===== src/rtl/axi4lite_access_arbiter_pkg.sv =====
// Shared types for the AXI4-Lite access arbiter: FSM state encoding and response decoding.
package axi4lite_access_arbiter_pkg;

    typedef enum logic [1:0] {
        IDLE,
        ADDRESS,
        RESPONSE,
        DONE
    } axi4lite_access_arbiter_state_e;

    // BRESP/RRESP bit 1 is set for both SLVERR and DECERR
    localparam int RESP_ERROR_BIT = 1;

endpackage


===== src/rtl/rggen_axi4lite_if.sv =====
// AXI4-Lite bundle between a bus master and the generated register block.
interface rggen_axi4lite_if #(
    parameter int ADDRESS_WIDTH = 7,
    parameter int BUS_WIDTH     = 32
);
    logic                     awvalid;
    logic                     awready;
    logic [ADDRESS_WIDTH-1:0] awaddr;
    logic [2:0]               awprot;
    logic                     wvalid;
    logic                     wready;
    logic [BUS_WIDTH-1:0]     wdata;
    logic [BUS_WIDTH/8-1:0]   wstrb;
    logic                     bvalid;
    logic                     bready;
    logic [1:0]               bresp;
    logic                     arvalid;
    logic                     arready;
    logic [ADDRESS_WIDTH-1:0] araddr;
    logic [2:0]               arprot;
    logic                     rvalid;
    logic                     rready;
    logic [BUS_WIDTH-1:0]     rdata;
    logic [1:0]               rresp;

    modport master (
        output awvalid, awaddr, awprot, wvalid, wdata, wstrb, bready,
        output arvalid, araddr, arprot, rready,
        input  awready, wready, bvalid, bresp, arready, rvalid, rdata, rresp
    );

    modport slave (
        input  awvalid, awaddr, awprot, wvalid, wdata, wstrb, bready,
        input  arvalid, araddr, arprot, rready,
        output awready, wready, bvalid, bresp, arready, rvalid, rdata, rresp
    );
endinterface


===== src/rtl/access_rr_arbiter.sv =====
// Combinational round-robin pick: first requester after lastGrant_i, wrapping modulo REQUESTERS.
module access_rr_arbiter #(
    parameter int REQUESTERS  = 2,
    parameter int INDEX_WIDTH = (REQUESTERS > 1) ? $clog2(REQUESTERS) : 1
) (
    input  logic [REQUESTERS-1:0]  request_i,
    input  logic [INDEX_WIDTH-1:0] lastGrant_i,
    output logic [INDEX_WIDTH-1:0] grant_o,
    output logic                   found_o
);

    logic [INDEX_WIDTH-1:0] candidate;

    // Walk offsets from farthest to nearest so the nearest pending requester is the last write
    always_comb begin
        grant_o   = '0;
        found_o   = 1'b0;
        candidate = '0;
        for (int offset = REQUESTERS; offset >= 1; offset--) begin
            candidate = INDEX_WIDTH'((int'(lastGrant_i) + offset) % REQUESTERS);
            if (request_i[candidate]) begin
                grant_o = candidate;
                found_o = 1'b1;
            end
        end
    end

endmodule


===== src/rtl/axi4lite_access_arbiter.sv =====
// Shares one AXI4-Lite master among several request/ack agents, one transaction at a time.
module axi4lite_access_arbiter
    import axi4lite_access_arbiter_pkg::*;
#(
    parameter int ADDRESS_WIDTH = 7,
    parameter int BUS_WIDTH     = 32,
    parameter int REQUESTERS    = 2
) (
    input  logic                                      i_clk,
    input  logic                                      i_rst,
    input  logic [REQUESTERS-1:0]                     i_request,
    input  logic [REQUESTERS-1:0]                     i_write,
    input  logic [REQUESTERS-1:0][ADDRESS_WIDTH-1:0]  i_address,
    input  logic [REQUESTERS-1:0][BUS_WIDTH-1:0]      i_write_data,
    input  logic [REQUESTERS-1:0][BUS_WIDTH/8-1:0]    i_strobe,
    output logic [REQUESTERS-1:0]                     o_ack,
    output logic                                      o_error,
    output logic [BUS_WIDTH-1:0]                      o_read_data,
    output logic                                      o_busy,
    rggen_axi4lite_if.master                          axi4lite_if
);

    localparam int INDEX_WIDTH = (REQUESTERS > 1) ? $clog2(REQUESTERS) : 1;

    axi4lite_access_arbiter_state_e state_q;
    logic [INDEX_WIDTH-1:0]         grant_d;
    logic                           found_d;
    logic [INDEX_WIDTH-1:0]         grant_q;
    logic [INDEX_WIDTH-1:0]         lastGrant_q;
    logic                           write_q;
    logic [ADDRESS_WIDTH-1:0]       address_q;
    logic [BUS_WIDTH-1:0]           writeData_q;
    logic [BUS_WIDTH/8-1:0]         strobe_q;
    logic                           awValid_q;
    logic                           wValid_q;
    logic                           arValid_q;
    logic                           bReady_q;
    logic                           rReady_q;
    logic                           awDone_q;
    logic                           wDone_q;
    logic [REQUESTERS-1:0]          ack_q;
    logic                           error_q;
    logic [BUS_WIDTH-1:0]           readData_q;
    logic                           busy_q;
    logic                           awComplete;
    logic                           wComplete;

    access_rr_arbiter #(
        .REQUESTERS  (REQUESTERS),
        .INDEX_WIDTH (INDEX_WIDTH)
    ) u_rr_arbiter (
        .request_i   (i_request),
        .lastGrant_i (lastGrant_q),
        .grant_o     (grant_d),
        .found_o     (found_d)
    );

    // Address and data channels may complete in either order or together
    assign awComplete = awDone_q | (awValid_q & axi4lite_if.awready);
    assign wComplete  = wDone_q  | (wValid_q  & axi4lite_if.wready);

    always_ff @(posedge i_clk) begin
        if (i_rst) begin
            state_q     <= IDLE;
            grant_q     <= '0;
            lastGrant_q <= INDEX_WIDTH'(REQUESTERS - 1);
            write_q     <= 1'b0;
            address_q   <= '0;
            writeData_q <= '0;
            strobe_q    <= '0;
            awValid_q   <= 1'b0;
            wValid_q    <= 1'b0;
            arValid_q   <= 1'b0;
            bReady_q    <= 1'b0;
            rReady_q    <= 1'b0;
            awDone_q    <= 1'b0;
            wDone_q     <= 1'b0;
            ack_q       <= '0;
            error_q     <= 1'b0;
            readData_q  <= '0;
            busy_q      <= 1'b0;
        end else begin
            ack_q <= '0;
            case (state_q)
                IDLE: begin
                    if (found_d) begin
                        grant_q     <= grant_d;
                        write_q     <= i_write[grant_d];
                        address_q   <= i_address[grant_d];
                        writeData_q <= i_write_data[grant_d];
                        strobe_q    <= i_strobe[grant_d];
                        awValid_q   <= i_write[grant_d];
                        wValid_q    <= i_write[grant_d];
                        arValid_q   <= ~i_write[grant_d];
                        awDone_q    <= 1'b0;
                        wDone_q     <= 1'b0;
                        busy_q      <= 1'b1;
                        state_q     <= ADDRESS;
                    end
                end
                ADDRESS: begin
                    if (write_q) begin
                        if (awValid_q && axi4lite_if.awready) begin
                            awValid_q <= 1'b0;
                            awDone_q  <= 1'b1;
                        end
                        if (wValid_q && axi4lite_if.wready) begin
                            wValid_q <= 1'b0;
                            wDone_q  <= 1'b1;
                        end
                        if (awComplete && wComplete) begin
                            bReady_q <= 1'b1;
                            state_q  <= RESPONSE;
                        end
                    end else if (arValid_q && axi4lite_if.arready) begin
                        arValid_q <= 1'b0;
                        rReady_q  <= 1'b1;
                        state_q   <= RESPONSE;
                    end
                end
                RESPONSE: begin
                    if (write_q) begin
                        if (bReady_q && axi4lite_if.bvalid) begin
                            bReady_q       <= 1'b0;
                            error_q        <= axi4lite_if.bresp[RESP_ERROR_BIT];
                            ack_q[grant_q] <= 1'b1;
                            state_q        <= DONE;
                        end
                    end else if (rReady_q && axi4lite_if.rvalid) begin
                        rReady_q       <= 1'b0;
                        error_q        <= axi4lite_if.rresp[RESP_ERROR_BIT];
                        readData_q     <= axi4lite_if.rdata;
                        ack_q[grant_q] <= 1'b1;
                        state_q        <= DONE;
                    end
                end
                DONE: begin
                    lastGrant_q <= grant_q;
                    busy_q      <= 1'b0;
                    state_q     <= IDLE;
                end
                default: state_q <= IDLE;
            endcase
        end
    end

    assign axi4lite_if.awvalid = awValid_q;
    assign axi4lite_if.awaddr  = address_q;
    assign axi4lite_if.awprot  = 3'b000;
    assign axi4lite_if.wvalid  = wValid_q;
    assign axi4lite_if.wdata   = writeData_q;
    assign axi4lite_if.wstrb   = strobe_q;
    assign axi4lite_if.bready  = bReady_q;
    assign axi4lite_if.arvalid = arValid_q;
    assign axi4lite_if.araddr  = address_q;
    assign axi4lite_if.arprot  = 3'b000;
    assign axi4lite_if.rready  = rReady_q;

    assign o_ack       = ack_q;
    assign o_error     = error_q;
    assign o_read_data = readData_q;
    assign o_busy      = busy_q;

endmodule


===== src/flat_wrapper.sv =====
// flat-port wrapper written by rule: the top's interface ports become plain ports
module axi4lite_access_arbiter_flat import axi4lite_access_arbiter_pkg::*;
#(
    parameter int ADDRESS_WIDTH = 7,
    parameter int BUS_WIDTH     = 32,
    parameter int REQUESTERS    = 2
)
  (i_clk, i_rst, i_request, i_write, i_address, i_write_data, i_strobe, o_ack, o_error, o_read_data, o_busy, axi4lite_if_awvalid, axi4lite_if_awaddr, axi4lite_if_awprot, axi4lite_if_wvalid, axi4lite_if_wdata, axi4lite_if_wstrb, axi4lite_if_bready, axi4lite_if_arvalid, axi4lite_if_araddr, axi4lite_if_arprot, axi4lite_if_rready, axi4lite_if_awready, axi4lite_if_wready, axi4lite_if_bvalid, axi4lite_if_bresp, axi4lite_if_arready, axi4lite_if_rvalid, axi4lite_if_rdata, axi4lite_if_rresp);
  rggen_axi4lite_if #(.ADDRESS_WIDTH(ADDRESS_WIDTH), .BUS_WIDTH(BUS_WIDTH)) axi4lite_if_i ();
  input  logic i_clk;
  input  logic i_rst;
  input  logic [REQUESTERS-1:0] i_request;
  input  logic [REQUESTERS-1:0] i_write;
  input  logic [REQUESTERS-1:0][ADDRESS_WIDTH-1:0] i_address;
  input  logic [REQUESTERS-1:0][BUS_WIDTH-1:0] i_write_data;
  input  logic [REQUESTERS-1:0][BUS_WIDTH/8-1:0] i_strobe;
  output logic [REQUESTERS-1:0] o_ack;
  output logic o_error;
  output logic [BUS_WIDTH-1:0] o_read_data;
  output logic o_busy;
  output wire logic [$bits(axi4lite_if_i.awvalid)-1:0] axi4lite_if_awvalid;
  output wire logic [$bits(axi4lite_if_i.awaddr)-1:0] axi4lite_if_awaddr;
  output wire logic [$bits(axi4lite_if_i.awprot)-1:0] axi4lite_if_awprot;
  output wire logic [$bits(axi4lite_if_i.wvalid)-1:0] axi4lite_if_wvalid;
  output wire logic [$bits(axi4lite_if_i.wdata)-1:0] axi4lite_if_wdata;
  output wire logic [$bits(axi4lite_if_i.wstrb)-1:0] axi4lite_if_wstrb;
  output wire logic [$bits(axi4lite_if_i.bready)-1:0] axi4lite_if_bready;
  output wire logic [$bits(axi4lite_if_i.arvalid)-1:0] axi4lite_if_arvalid;
  output wire logic [$bits(axi4lite_if_i.araddr)-1:0] axi4lite_if_araddr;
  output wire logic [$bits(axi4lite_if_i.arprot)-1:0] axi4lite_if_arprot;
  output wire logic [$bits(axi4lite_if_i.rready)-1:0] axi4lite_if_rready;
  input wire logic [$bits(axi4lite_if_i.awready)-1:0] axi4lite_if_awready;
  input wire logic [$bits(axi4lite_if_i.wready)-1:0] axi4lite_if_wready;
  input wire logic [$bits(axi4lite_if_i.bvalid)-1:0] axi4lite_if_bvalid;
  input wire logic [$bits(axi4lite_if_i.bresp)-1:0] axi4lite_if_bresp;
  input wire logic [$bits(axi4lite_if_i.arready)-1:0] axi4lite_if_arready;
  input wire logic [$bits(axi4lite_if_i.rvalid)-1:0] axi4lite_if_rvalid;
  input wire logic [$bits(axi4lite_if_i.rdata)-1:0] axi4lite_if_rdata;
  input wire logic [$bits(axi4lite_if_i.rresp)-1:0] axi4lite_if_rresp;
  assign axi4lite_if_awvalid = axi4lite_if_i.awvalid;
  assign axi4lite_if_awaddr = axi4lite_if_i.awaddr;
  assign axi4lite_if_awprot = axi4lite_if_i.awprot;
  assign axi4lite_if_wvalid = axi4lite_if_i.wvalid;
  assign axi4lite_if_wdata = axi4lite_if_i.wdata;
  assign axi4lite_if_wstrb = axi4lite_if_i.wstrb;
  assign axi4lite_if_bready = axi4lite_if_i.bready;
  assign axi4lite_if_arvalid = axi4lite_if_i.arvalid;
  assign axi4lite_if_araddr = axi4lite_if_i.araddr;
  assign axi4lite_if_arprot = axi4lite_if_i.arprot;
  assign axi4lite_if_rready = axi4lite_if_i.rready;
  assign axi4lite_if_i.awready = axi4lite_if_awready;
  assign axi4lite_if_i.wready = axi4lite_if_wready;
  assign axi4lite_if_i.bvalid = axi4lite_if_bvalid;
  assign axi4lite_if_i.bresp = axi4lite_if_bresp;
  assign axi4lite_if_i.arready = axi4lite_if_arready;
  assign axi4lite_if_i.rvalid = axi4lite_if_rvalid;
  assign axi4lite_if_i.rdata = axi4lite_if_rdata;
  assign axi4lite_if_i.rresp = axi4lite_if_rresp;
  axi4lite_access_arbiter #(.ADDRESS_WIDTH(ADDRESS_WIDTH), .BUS_WIDTH(BUS_WIDTH), .REQUESTERS(REQUESTERS)) u_core (.i_clk(i_clk), .i_rst(i_rst), .i_request(i_request), .i_write(i_write), .i_address(i_address), .i_write_data(i_write_data), .i_strobe(i_strobe), .o_ack(o_ack), .o_error(o_error), .o_read_data(o_read_data), .o_busy(o_busy), .axi4lite_if(axi4lite_if_i));
endmodule

===== config.mk =====
export PLATFORM = sky130hd
export DESIGN_NAME = axi4lite_access_arbiter_flat
export DESIGN_NICKNAME = d
export VERILOG_FILES = /design/src/rtl/axi4lite_access_arbiter_pkg.sv /design/src/rtl/rggen_axi4lite_if.sv /design/src/rtl/access_rr_arbiter.sv /design/src/rtl/axi4lite_access_arbiter.sv /design/src/flat_wrapper.sv
export SDC_FILE = /design/constraint.sdc
export NUM_CORES = 1
export LEC_CHECK = 0
export ABC_AREA = 1
export BUFFER_PORTS_ARGS = -buffer_cell sky130_fd_sc_hd__buf_2
export CAP_MARGIN = 20
export CELL_PAD_IN_SITES_DETAIL_PLACEMENT = 0
export CELL_PAD_IN_SITES_GLOBAL_PLACEMENT = 1
export CORE_MARGIN = 2
export CORE_UTILIZATION = 32
export CTS_CLUSTER_DIAMETER = 80
export DETAILED_ROUTE_END_ITERATION = 12
export GPL_ROUTABILITY_DRIVEN = 0
export PLACE_DENSITY_LB_ADDON = 0.08
export SYNTH_ARGS = -nofsm -noshare
export SYNTH_HDL_FRONTEND = slang
export SYNTH_SLANG_ARGS = --single-unit

===== constraint.sdc =====
create_clock -name i_clk -period 2.36 [get_ports i_clk]
set_input_delay 0.472 -clock i_clk [delete_from_list [all_inputs] [get_ports i_clk]]
set_output_delay 0.472 -clock i_clk [all_outputs]
set_load 0.03 [all_outputs]

# Word-level counts from Yosys, hierarchy flattened
# Cells that the tools add are included.
[classes]
add_sub_neg = 2
multipliers = 0
div_mod_pow = 0
n_lt_le_gt_ge = 5
n_eq_ne = 19
n_shift = 0
mux = 62
bitwise_logic = 7
n_reduce_logical = 23
[op_table]
columns = ["cell", "n"]
rows = [
  ["two-way mux 32 bit", 2],
  ["two-way mux 1 bit", 36],
  ["two-way mux 2 bit", 10],
  ["!= test 2 x 1 -> 1 bit (second input constant)", 9],
  ["one-hot mux 1 bit (2 select lines)", 8],
  ["AND reduction 5 bit", 3],
  ["two-way mux 7 bit", 2],
  ["AND reduction 4 bit", 3],
  ["less-than comparator 1 x 2 -> 1 bit (second input constant)", 4],
  ["two-way mux 4 bit", 2],
  ["one-hot mux 2 bit (4 select lines)", 1],
  ["nonzero test 2 bit", 4],
  ["logical AND 1 bit", 7],
  ["!= test 2 bit (second input constant)", 3],
  ["!= test 3 x 1 -> 1 bit (second input constant)", 2],
  ["!= test 3 bit (second input constant)", 2],
  ["AND reduction 3 bit", 2],
  ["equality test 2 bit (second input constant)", 2],
  ["AND reduction 2 bit", 2],
  ["inverter 1 bit", 3],
  ["adder 1 bit (second input constant)", 2],
  ["AND 1 bit", 2],
  ["equality test 2 x 1 -> 1 bit (second input constant)", 1],
  ["logical NOT 2 bit", 1],
  ["other kinds (4)", 5],
]
[word_totals]
ff_bits = 91
latchBits = 0
ram_bits = 0
mem_bits_ro = 0
input_bits = 133
elab_cells = 136
memories = 0

# Logic depth before layout (Yosys ltp)
# Gate-level depths: netlist (run 1).
[depth]
word_depth = 10
ltp_mapped = 10
depth_no_buf = 9

# Hierarchy
# From an unflattened synthesis (run 1), not the netlist that was laid out.
[hier_totals]
cells_unflattened = 563
area_unflattened_um2 = 4156.5
[by_module_without_submodules]
columns = ["mod", "instances", "cells_each", "area_each_um2", "seq_area_each_um2"]
rows = [
  ["axi4lite_access_arbiter", 1, 560, 4141.5, 1821.7],
  ["access_rr_arbiter", 1, 3, 15.0, 0.0],
]

# Worst setup path before layout (run 1)
# OpenSTA, ideal clock, no wires.
[synth_timing]
kind = "register to register"
from = "register u_core.state_q[0]"
to = "register u_core.writeData_q[26] (netlist: u_core.axi4lite_if.wdata[26])"
setup_time_ps = 137
arrival_ps = 1206
required_ps = 2223
slack_ps = 1017
path_stages_with_launch = 8
path_cell_list = "dfxtp_1 inv_1 ha_1 o21ai_2 inv_2 buf_2 o21ai_0 a31oi_1"
[synth_via]
elab_chain_cells = 2
[synth_lines]
columns = ["element", "line", "rtl"]
rows = [
  ["from (decl)", "axi4lite_access_arbiter.sv:25", "axi4lite_access_arbiter_state_e state_q;"],
  ["from (signal assigned)", "axi4lite_access_arbiter.sv:64", "state_q <= IDLE;"],
  ["from (signal assigned)", "axi4lite_access_arbiter.sv:98", "state_q <= ADDRESS;"],
  ["from (signal assigned)", "axi4lite_access_arbiter.sv:113", "state_q <= RESPONSE;"],
  ["logical NOT 2 bit", "axi4lite_access_arbiter.sv:84", "case (state_q)"],
  ["AND reduction 2 bit (no line)", "--", ""],
  ["to (signal assigned)", "axi4lite_access_arbiter.sv:90", "writeData_q <= i_write_data[grant_d];"],
  ["to (decl)", "axi4lite_access_arbiter.sv:32", "logic [BUS_WIDTH-1:0] writeData_q;"],
]
# No other way between the ends.
# A chain may end at the register's enable or synchronous reset.

# Worst setup path in the final report (run 1)
[layout_timing]
from = "register u_core.state_q[0]"
to = "register u_core.readData_q[21] (netlist: u_core.o_read_data[21])"
[layout_via]
elab_chain_cells = 2
[layout_lines]
columns = ["element", "line", "rtl"]
rows = [
  ["equality test 2 bit", "axi4lite_access_arbiter.sv:84", ""],
  ["AND reduction 3 bit (no line)", "--", ""],
  ["to (signal assigned)", "axi4lite_access_arbiter.sv:132", "readData_q <= axi4lite_if.rdata;"],
  ["to (decl)", "axi4lite_access_arbiter.sv:43", "logic [BUS_WIDTH-1:0] readData_q;"],
]
# No other way between the ends.

==> metrics.yaml, run 1 <==
worst_setup_path:
  critical_path.slowest_cell: "dfxtp_1"
  startpoint_type: "flip-flop"
  endpoint_kind: "flip-flop"
  crit_chain: "inv_1 -> ha_1 -> inv_2 -> nor2_8 -> buf_4 -> o21ai_0 -> nor2_1"
  cp.arrival_ns: 1.93
  cpPeakStageDelay_ns: 0.33
  reg2reg_from: "u_core.state_q[0]"
  path_class: "flip-flop to flip-flop"
  crit_start: "u_core.state_q[0]"
  crit_fanout: 19
  worst-path-buf-inv: 3
  crit_required_ns: 2.63
  crit_family: "buffers and inverters"
cells_and_area:
  ff_latch_area_um2: 1820
  fillers: 1311
  drive_above_1_share_pct: 35.5
  multi_input_area_um2: 1720
  fin_area_um2: 5270
  fin_util_pct: 43.9
  antenna_cells: 0
  instances_no_fill: 866
  nets: 853
  area_delta_synth_final_pct: 33.9
logic_synthesis:
  netlist-cell-type-count: 24
  synth_area_um2: 3930
  synth_cells: 518
  synth_top_cell_by_area: "dfxtp_1"
  ys_seq_area_share_pct: 46.3
  yosys-top-cells-count: "122 x nand2_1, 91 x dfxtp_1, 79 x o21ai_0"
  synth_area_per_cell_um2: 7.59
  yosys-top-cells-area: "dfxtp_1 46%, nand2_1 12%, o21ai_0 10%"
  synth_edf_count: 0
  ys.flop_type: "dfxtp_1"
  synth_most_common_cell: "nand2_1"
  synth_top_area_share_pct: 46.3
  synth_seq_cells: 91
  yosys_warnings: 0
  async_flop_share_pct: 0
cts:
  cts_setup_buffers: 0
  cts_buffers: 9
  clock_sinks: 91
  cts_max_level: 3
  clk_latency_ns: 0.34
  clock_path_buffers: 2
  clk_pin_slew_worst_paths_ns: 0.06
  clock-root-buffer: "clkbuf_16"
  cts_resized: 0
  cts_tree: "built"
  hold_buffers: 0
pwr:
  pwr_density_cell_nw_per_um2: 1090
  ir_worst_vdd_uv: 410
  power.leakage_nw: 2.74
sta:
  slew_violations: 0
  post-route-period-util_pct: 70.2
  fin_ws_ns: 0.704
  rsz0062_at_grt: "false"
  setup_viol: 0
  fin_tns_setup_ns: 0
  hold_violations: 0
  skew_ns: 0.00612
  fin_crit_ns: 1.66
  fmax_mhz: 604
placement:
  portBuffers: 221
  dp_hpwl_um: 8560
  place_ws_ns: 0.609
  post-place-cells: 851
  placed_area_um2: 4990
grt:
  grt_pass1_vias: 3900
  grt_usage_pct: 18.2
  grt_overflow: 0
  grt_max_degree: 87
  grt_pass1_wl_um: 18900
  antenna_found_initial: 0
drt:
  ant_nets: 0
  vias_per_cell: 4.75
  vias: 4110
  dr.first_iter.drc_count: 225
  route.detailed.drc: 0
  wl_per_cell_um: 14.0
  first_pass_iters: 4
  routed_wl_um: 12100
die:
  num_rows: 40
  die-area_um2: 13200
  dieWidth_um: 115
  core-area_um2: 12000
  fp.dieH_um: 115
  ios: 230
  initial_core_util_pct: 32.8
min_path:
  min_from: "axi4lite_if_rdata[16]"
  min_path_type: "input port to flip-flop"
outcome:
  outcome: "finished clean"
run:
  maxCapViolCount: 0
## worst paths after layout
kind / cells after the start / to / slack [ns]
hold reg to reg: 2 / u_core.awDone_q / 0.46
setup reg to reg: 7 / u_core.o_read_data[21] / 0.70
hold / removal: 3 / u_core.o_read_data[16] / 0.35
setup / recovery: 7 / u_core.o_read_data[21] / 0.70
## logic make-up after synthesis
| kind of cell | Yosys count | share of synthesized area, % |
|---|---|---|
| AOI/OAI and AO/OA | 144 | 19.9 |
| adders and majority gates | 5 | 1.59 |
| buffers and inverters | 66 | 10.5 |
| DFF | 91 | 46.3 |
| muxes | 1 | 0.254 |
| other | 1 | 0.0953 |
| and+or+nand+nor | 210 | 21.3 |
## registers in the layout, indices dropped and copies added (netlist names)
register                    flops
u_core.axi4lite_if.araddr       7
u_core.axi4lite_if.arvalid      1
u_core.awDone_q                 1
u_core.grant_q                  1
u_core.o_read_data             32
u_core.write_q                  1
u_core.lastGrant_q              1
u_core.o_busy                   1
u_core.state_q                  2
u_core.o_ack                    2
u_core.axi4lite_if.wvalid       1
u_core.axi4lite_if.bready       1
u_core.axi4lite_if.rready       1
u_core.axi4lite_if.wdata       32
u_core.wDone_q                  1
u_core.o_error                  1
u_core.axi4lite_if.wstrb        4
u_core.axi4lite_if.awvalid      1
## placed cells by master, fill, tap and decap left out, drive strengths merged
master / instances
buf: 229
nand2: 122
dfxtp: 91
o21ai: 86
nor2: 74
a31oi: 43
inv: 18
a21oi: 15
nand3: 12
clkbuf: 9
conb: 6
ha: 5
clkinv: 4
nand4: 2
mux2i: 1
clkinvlp: 1
bufinv: 1
## worst register-to-register path, stage by stage (launching register included)
cell,delay (ns)
dfxtp_1,0.33
inv_1,0.11
ha_1,0.29
inv_2,0.11
nor2_8,0.25
buf_4,0.28
o21ai_0,0.11
nor2_1,0.12
## through the flow
stage / power (mW) / hold WS [ns]
after floorplan: 3.83 / 0.426
after global placement: 4.40 / 0.450
after detailed placement: 4.43 / 0.453
after CTS: 5.86 / 0.334
after global routing: 6.17 / 0.351
final: 5.76 / 0.353
## power by group
part	switching, mW	internal [mW]	total [mW]
sequential	0.194	1.89	2.08
clock	0.588	0.807	1.40
combinational	1.60	0.681	2.28
total	2.39	3.38	5.76
## routing by layer
| layer | track usage (%) | routed length (um) | up-vias |
|---|---|---|---|
| met1 | 21.4 | 5150 | 1821 |
| met2 | 30.0 | 5470 | 162 |
| met5 | 0 | 0 | - |
| met4 | 9.40 | 405 | 0 |
| li1 | - | - | 2098 |
| met3 | 5.59 | 1060 | 29 |
## final cells by class
| class | instances | area share [%] |
|---|---|---|
| clock buffer | 9 | 4.27 |
| clock inverter | 6 | 1.09 |
| inverter | 18 | 1.38 |
| multi-input combinational | 366 | 32.6 |
| sequential | 91 | 34.6 |
| tap | 147 | 3.49 |
| timing repair buffer | 229 | 22.6 |
Power figures use the tool's default switching activity.
==> inputs of run 2 (changes only) <==
--- a/config.mk
+++ b/config.mk
@@ -11,7 +11,7 @@
 export CELL_PAD_IN_SITES_DETAIL_PLACEMENT = 0
 export CELL_PAD_IN_SITES_GLOBAL_PLACEMENT = 1
 export CORE_MARGIN = 2
-export CORE_UTILIZATION = 32
+export CORE_UTILIZATION = 29
 export CTS_CLUSTER_DIAMETER = 80
 export DETAILED_ROUTE_END_ITERATION = 12
 export GPL_ROUTABILITY_DRIVEN = 0
==> constraint.sdc (replaced) <==
create_clock -name i_clk -period 1.6 [get_ports i_clk]
set_input_delay 0.32 -clock i_clk [delete_from_list [all_inputs] [get_ports i_clk]]
set_output_delay 0.32 -clock i_clk [all_outputs]
set_load 0.03 [all_outputs]
==> run 2 against run 1 <==
  * Power grew 52%
  * Die area grew 10%
  * Combinational power grew 57%
  * Register-to-register slack lost 0.55 ns
  * Maximum frequency grew 15%
==> metrics.yaml, run 2 (same netlist as run 1, synthesis figures left out) <==
drt:
  highest-signal-layer: "met5"
  vias_per_cell: 4.56  # -3.9%
  routed_wl_um: 12300  # +2.0%
  dr.first_iter.drc_count: 195  # -13%
  vias: 4129  # +0.46%
  routedLengthMet1_um: 5410  # +4.9%
  wl_per_cell_um: 13.6  # -2.4%
  route.detailed.drc: 0  # unchanged
  route.met2.wl_um: 5480  # +0.27%
  ant_nets: 0  # unchanged
  first_pass_iters: 4  # unchanged
  routed-wl-met3_um: 1170  # +10%
placement:
  portBuffers: 221  # unchanged
  placed_area_um2: 5110  # +2.6%
  dp_hpwl_um: 8980  # +4.8%
die:
  initial_core_util_pct: 29.7  # -3.0 points
  core-area_um2: 13200  # +10%
  ios: 230  # unchanged
  fp.dieH_um: 120  # +4.9%
  dieWidth_um: 120  # +4.9%
  num_rows: 42  # +5.0%
  die-area_um2: 14500  # +10%
pwr:
  p_clk_share_pct: 24.4  # +0.2 points
  power.internal_mw: 5.19  # +54%
  power.leakage_nw: 2.79  # +1.9%
  seqPwrFrac_pct: 34.9  # -1.3 points
  sw_frac_of_total_pct: 41.0  # -0.42 points
  pwr_density_cell_nw_per_um2: 1620  # +48%
  power.switching_mw: 3.60  # +51%
  combPwrFrac_pct: 40.6  # +1.0 points
  ir_worst_vdd_uv: 422  # +3.0%
sta:
  slew_violations: 0  # unchanged
  rsz0062_at_grt: "false"
  fin_tns_setup_ns: 0  # unchanged
  post-route-period-util_pct: 90.1  # +20 points
  whs_ns: 0.193  # -0.160 ns
  hold_violations: 0  # unchanged
  relSlewSlack_pct: 66.8
  fin_crit_ns: 1.44  # -0.214 ns
  setup_viol: 0  # unchanged
  skew_ns: 0.00498  # -0.00114 ns
  worstMarginPinSlew_ns: 0.492
  fmax_mhz: 693  # +15%
worst_setup_path:
  r2r_slack_ns: 0.16  # -0.55 ns
  path_depth: 7  # unchanged
  crit_fanout: 17  # -2
  worst-path-buf-inv: 3  # unchanged
  reg2reg_depth: 7  # unchanged
  cp.arrival_ns: 1.72  # -0.21 ns
  critical_path.slowest_cell: "dfxtp_2"
  r2r-end: "u_core.o_read_data[18]"
  crit_start: "u_core.state_q[0]"
  crit_required_ns: 1.88  # -0.75 ns
  reg2reg_from: "u_core.state_q[0]"
  crit_path_end: "u_core.o_read_data[18]"
  cpPeakStageDelay_ns: 0.34  # about the same
  startpoint_type: "flip-flop"
  endpoint_kind: "flip-flop"
  crit_chain: "inv_1 -> ha_2 -> inv_2 -> nor2_8 -> buf_4 -> o21ai_0 -> nor2_1"
  path_class: "flip-flop to flip-flop"
  crit_family: "buffers and inverters"
cts:
  cts_max_level: 3  # unchanged
  hold_buffers: 0  # unchanged
  clock_path_buffers: 2  # unchanged
  cts_buffers: 9  # unchanged
  clk_pin_slew_worst_paths_ns: 0.06  # about the same
  clock_sinks: 91  # unchanged
  clock-root-buffer: "clkbuf_16"
  clk_latency_ns: 0.34  # about the same
  cts_tree: "built"
cells_and_area:
  fin_area_um2: 5430  # +3.1%
  ff_latch_area_um2: 1820  # about the same
  nets: 862  # +1.1%
  fin_util_pct: 41.0  # -2.8 points
  antenna_cells: 0  # unchanged
  area_delta_synth_final_pct: 38.1
  fillers: 1443  # +10%
  multi_input_area_um2: 1730  # +0.87%
  drive_above_1_share_pct: 36.6  # +1.2 points
  final_common_cell: "buf_2"
  final_cell_mix: "221 x buf_2, 122 x nand2_1, 90 x dfxtp_1, 77 x o21ai_0, 71 x nor2_1"
run:
  maxCapViolCount: 0  # unchanged
outcome:
  outcome: "finished clean"
min_path:
  min_path_type: "input port to flip-flop"
grt:
  grt_pass1_vias: 3841  # -1.5%
  antenna_found_initial: 1  # +1
  grt_pass1_wl_um: 19500  # +3.3%
  grt_max_degree: 37  # -57%
  grt_overflow: 0  # unchanged
  grt_usage_pct: 16.9  # -1.3 points
run 2: changes by cell type in the layout (fill, tap and decap cells not counted), sizes merged:
cell,before,now
buf,229,238
clkbuf,9,12
clkinv,4,1
clkinvlp,1,2
run 2: layout make-up:
| class | count | area share, % |
|---|---|---|
| well taps | 176 | 4.05 |
| repair buffers | 238 | 23.7 |
| clock inverters | 4 | 0.921 |
| clock buffers | 12 | 4.54 |
| flip-flops and latches | 91 | 33.5 |
| inverters | 18 | 1.38 |
| multi-input cells | 366 | 31.9 |
run 2: metal layers:
metal | GRT usage [%] | vias to the layer above
met3 | 5.71 | 18
met1 | 20.9 | 1830
met2 | 27.0 | 164
met4 | 7.05 | 2
li1 | - | 2115
met5 | 0 | -
run 2: what timing repair did:
item	in CTS	in global routing
endpoints found under the setup margin	0	62
setup buffers	0	0
resized for setup	0	9
run 2: tightest hold or removal path: cells and delay by family:
| kind | cells | cell delay (ns) |
|---|---|---|
| simple gates | 2 | 0.11 |
| buf+inv | 1 | 0.07 |
run 2: how the worst min path moves through the flow:
| stage | from | end | slack (ns) | cells past startpoint |
|---|---|---|---|---|
| after floorplan | i_rst | u_core.awDone_q | 0.39 | 1 |
| after global placement | u_core.awDone_q | u_core.awDone_q | 0.45 | 2 |
| after detailed placement | u_core.awDone_q | u_core.awDone_q | 0.46 | 2 |
| after CTS | axi4lite_if_rdata[16] | u_core.o_read_data[16] | 0.18 | 3 |
| after global routing | axi4lite_if_rdata[11] | u_core.o_read_data[11] | 0.20 | 3 |
| final | axi4lite_if_rdata[5] | u_core.o_read_data[5] | 0.19 | 3 |
run 2: through the flow:
stage	cells	setup WS, ns	power [mW]
3_5_place_dp	889	0.0748	6.67
3_3_place_gp	889	0.0879	6.63
4_1_cts	905	0.0600	8.86
2_1_floorplan	523	0.257	5.65
6_report	905	0.158	8.79
5_1_grt	905	0.0291	9.40
run 2: power groups by stage:
stage	logic [mW]	registers, mW	clock network [mW]
after floorplan	1.65	4.00	0
final	3.57	3.07	2.15
after global routing	3.93	3.14	2.33
after CTS	3.56	3.07	2.23
after global placement	3.53	3.10	0
after detailed placement	3.55	3.12	0
==> inputs of run 3 (changes only) <==
--- a/config.mk
+++ b/config.mk
@@ -15,7 +15,7 @@
 export CTS_CLUSTER_DIAMETER = 80
 export DETAILED_ROUTE_END_ITERATION = 12
 export GPL_ROUTABILITY_DRIVEN = 0
-export PLACE_DENSITY_LB_ADDON = 0.08
+export PLACE_DENSITY = 0.76
 export SYNTH_ARGS = -nofsm -noshare
 export SYNTH_HDL_FRONTEND = slang
 export SYNTH_SLANG_ARGS = --single-unit
==> run 3 against run 2 <==
  * Sequential power hardly changed
  * Highest routed layer unchanged
  * Power is 2.5% higher
  * Final cell count is 0.33% lower
  * Largest power group unchanged
  * Cell area is 0.55% higher
==> metrics.yaml, run 3 (same netlist as run 1, synthesis figures left out) <==
cts:
  clock-root-buffer: "clkbuf_16"
  clock_path_buffers: 2  # unchanged
  cts_max_level: 3  # unchanged
  clk_pin_slew_worst_paths_ns: 0.06  # about the same
  clk_latency_ns: 0.34  # about the same
  hold_buffers: 0  # unchanged
  cts_buffers: 9  # unchanged
  cts_tree: "built"
  clock_sinks: 91  # unchanged
cells_and_area:
  instances_no_fill: 902  # -0.33%
  final_cell_mix: "221 x buf_2, 122 x nand2_1, 89 x dfxtp_1, 79 x o21ai_0, 72 x nor2_1"
  nets: 857  # -0.58%
  fillers: 1421  # -1.5%
  area_delta_synth_final_pct: 38.9
  drive_above_1_share_pct: 36.5  # -0.16 points
  fin_util_pct: 41.3  # +0.23 points
  final_common_cell: "buf_2"
  multi_input_area_um2: 1720  # -0.43%
  ff_latch_area_um2: 1820  # about the same
  fin_area_um2: 5460  # +0.55%
drt:
  routed_wl_um: 12400  # +0.86%
  route.detailed.drc: 0  # unchanged
  dr.first_iter.drc_count: 250  # +28%
  vias_per_cell: 4.71  # +3.2%
  first_pass_iters: 5  # +1
  ant_nets: 0  # unchanged
  vias: 4246  # +2.8%
  wl_per_cell_um: 13.8  # +1.2%
grt:
  grt_pass1_vias: 3971  # +3.4%
  grt_pass1_wl_um: 19400  # -0.77%
  grt_usage_pct: 16.7  # -0.22 points
  grt_overflow: 0  # unchanged
  grt_max_degree: 57  # +54%
  antenna_found_initial: 3  # +2
sta:
  post-route-period-util_pct: 93.1  # +2.9 points
  slew_violations: 0  # unchanged
  whs_ns: 0.201  # +0.00778 ns
  fmax_mhz: 671  # -3.2%
  hold_violations: 0  # unchanged
  setup_viol: 0  # unchanged
  rsz0062_at_grt: "true"
  fin_ws_ns: 0.111  # -0.0472 ns
  fin_crit_ns: 1.49  # +0.0472 ns
  skew_ns: 0.00862  # +0.00364 ns
  fin_tns_setup_ns: 0  # unchanged
placement:
  placed_area_um2: 5090  # -0.54%
  portBuffers: 221  # unchanged
  place_ws_ns: 0.0270  # -0.0478 ns
  dp_hpwl_um: 8970  # about the same
  post-place-cells: 882  # -0.79%
die:
  fp.dieH_um: 120  # unchanged
  ios: 230  # unchanged
  dieWidth_um: 120  # unchanged
  die-area_um2: 14500  # unchanged
  num_rows: 42  # unchanged
  core-area_um2: 13200  # unchanged
  initial_core_util_pct: 29.7  # unchanged
outcome:
  outcome: "finished clean"
worst_setup_path:
  startpoint_type: "flip-flop"
  crit_fanout: 28  # +11
  crit_chain: "inv_1 -> ha_2 -> o21ai_2 -> inv_2 -> buf_4 -> clkbuf_16 -> a31oi_1"
  path_class: "flip-flop to flip-flop"
  critical_path.slowest_cell: "dfxtp_2"
  worst-path-buf-inv: 4  # +1
  crit_required_ns: 1.81  # -0.07 ns
  cp.arrival_ns: 1.70  # -0.02 ns
  crit_family: "buffers and inverters"
  cpPeakStageDelay_ns: 0.34  # about the same
  endpoint_kind: "flip-flop"
run:
  maxCapViolCount: 0  # unchanged
pwr:
  ir_worst_vdd_uv: 537  # +27%
  power.leakage_nw: 2.79  # +0.17%
  fin_total_pwr_mw: 9.01  # +2.5%
  pwr_density_cell_nw_per_um2: 1650  # +1.9%
min_path:
  min_path_type: "input port to flip-flop"
run 3: cell count changes in the layout (fill, tap and decap cells not counted), sizes merged:
cell      previous run  this run
clkbuf              12        13
diode                0         2
buf                238       232
clkinvlp             2         1
bufinv               1         2
run 3: worst register-to-register path, delay by kind of cell, from the launching register on:
family,cells,cell delay [ns]
buf+inv,4,0.56
flops,1,0.34
fa+ha+maj,1,0.25
compound gates,2,0.21
run 3: path summary, 6_finish.rpt:
path / slack [ns] / to / start / depth (start not counted)
max: 0.11 / u_core.axi4lite_if.araddr[4] / u_core.state_q[0] / 7
min: 0.20 / u_core.o_read_data[16] / axi4lite_if_rdata[16] / 3
max reg2reg: 0.11 / u_core.axi4lite_if.araddr[4] / u_core.state_q[0] / 7
min reg2reg: 0.47 / u_core.axi4lite_if.awvalid / u_core.axi4lite_if.awvalid / 2
run 3: power breakdown:
| part | internal (mW) | switching [mW] |
|---|---|---|
| Combinational | 1.15 | 2.43 |
| Clock | 1.45 | 0.873 |
| Sequential | 2.79 | 0.307 |
| Total | 5.39 | 3.61 |
run 3: area by class of cell:
| type | count | area share (%) |
|---|---|---|
| sequential | 91 | 33.4 |
| timing repair buffer | 233 | 23.6 |
| inverter | 18 | 1.33 |
| clock inverter | 4 | 1.33 |
| multi-input combinational | 366 | 31.6 |
| clock buffer | 12 | 4.69 |
| tap | 176 | 4.03 |
| antenna | 2 | 0.0916 |
run 3: what timing repair did:
action,CTS,global route
endpoints found under the setup margin,0,80
resized for setup,0,5
setup buffers,0,1
endpoints found under the hold margin,0,0
run 3: metal layers:
metal | part of all wire, % | global-route usage, % | wire, um
met5 | 0.10 | 0 | 13
met4 | 1.4 | 6.54 | 179
met3 | 11 | 6.13 | 1410
met2 | 45 | 26.8 | 5560
met1 | 42 | 20.3 | 5270
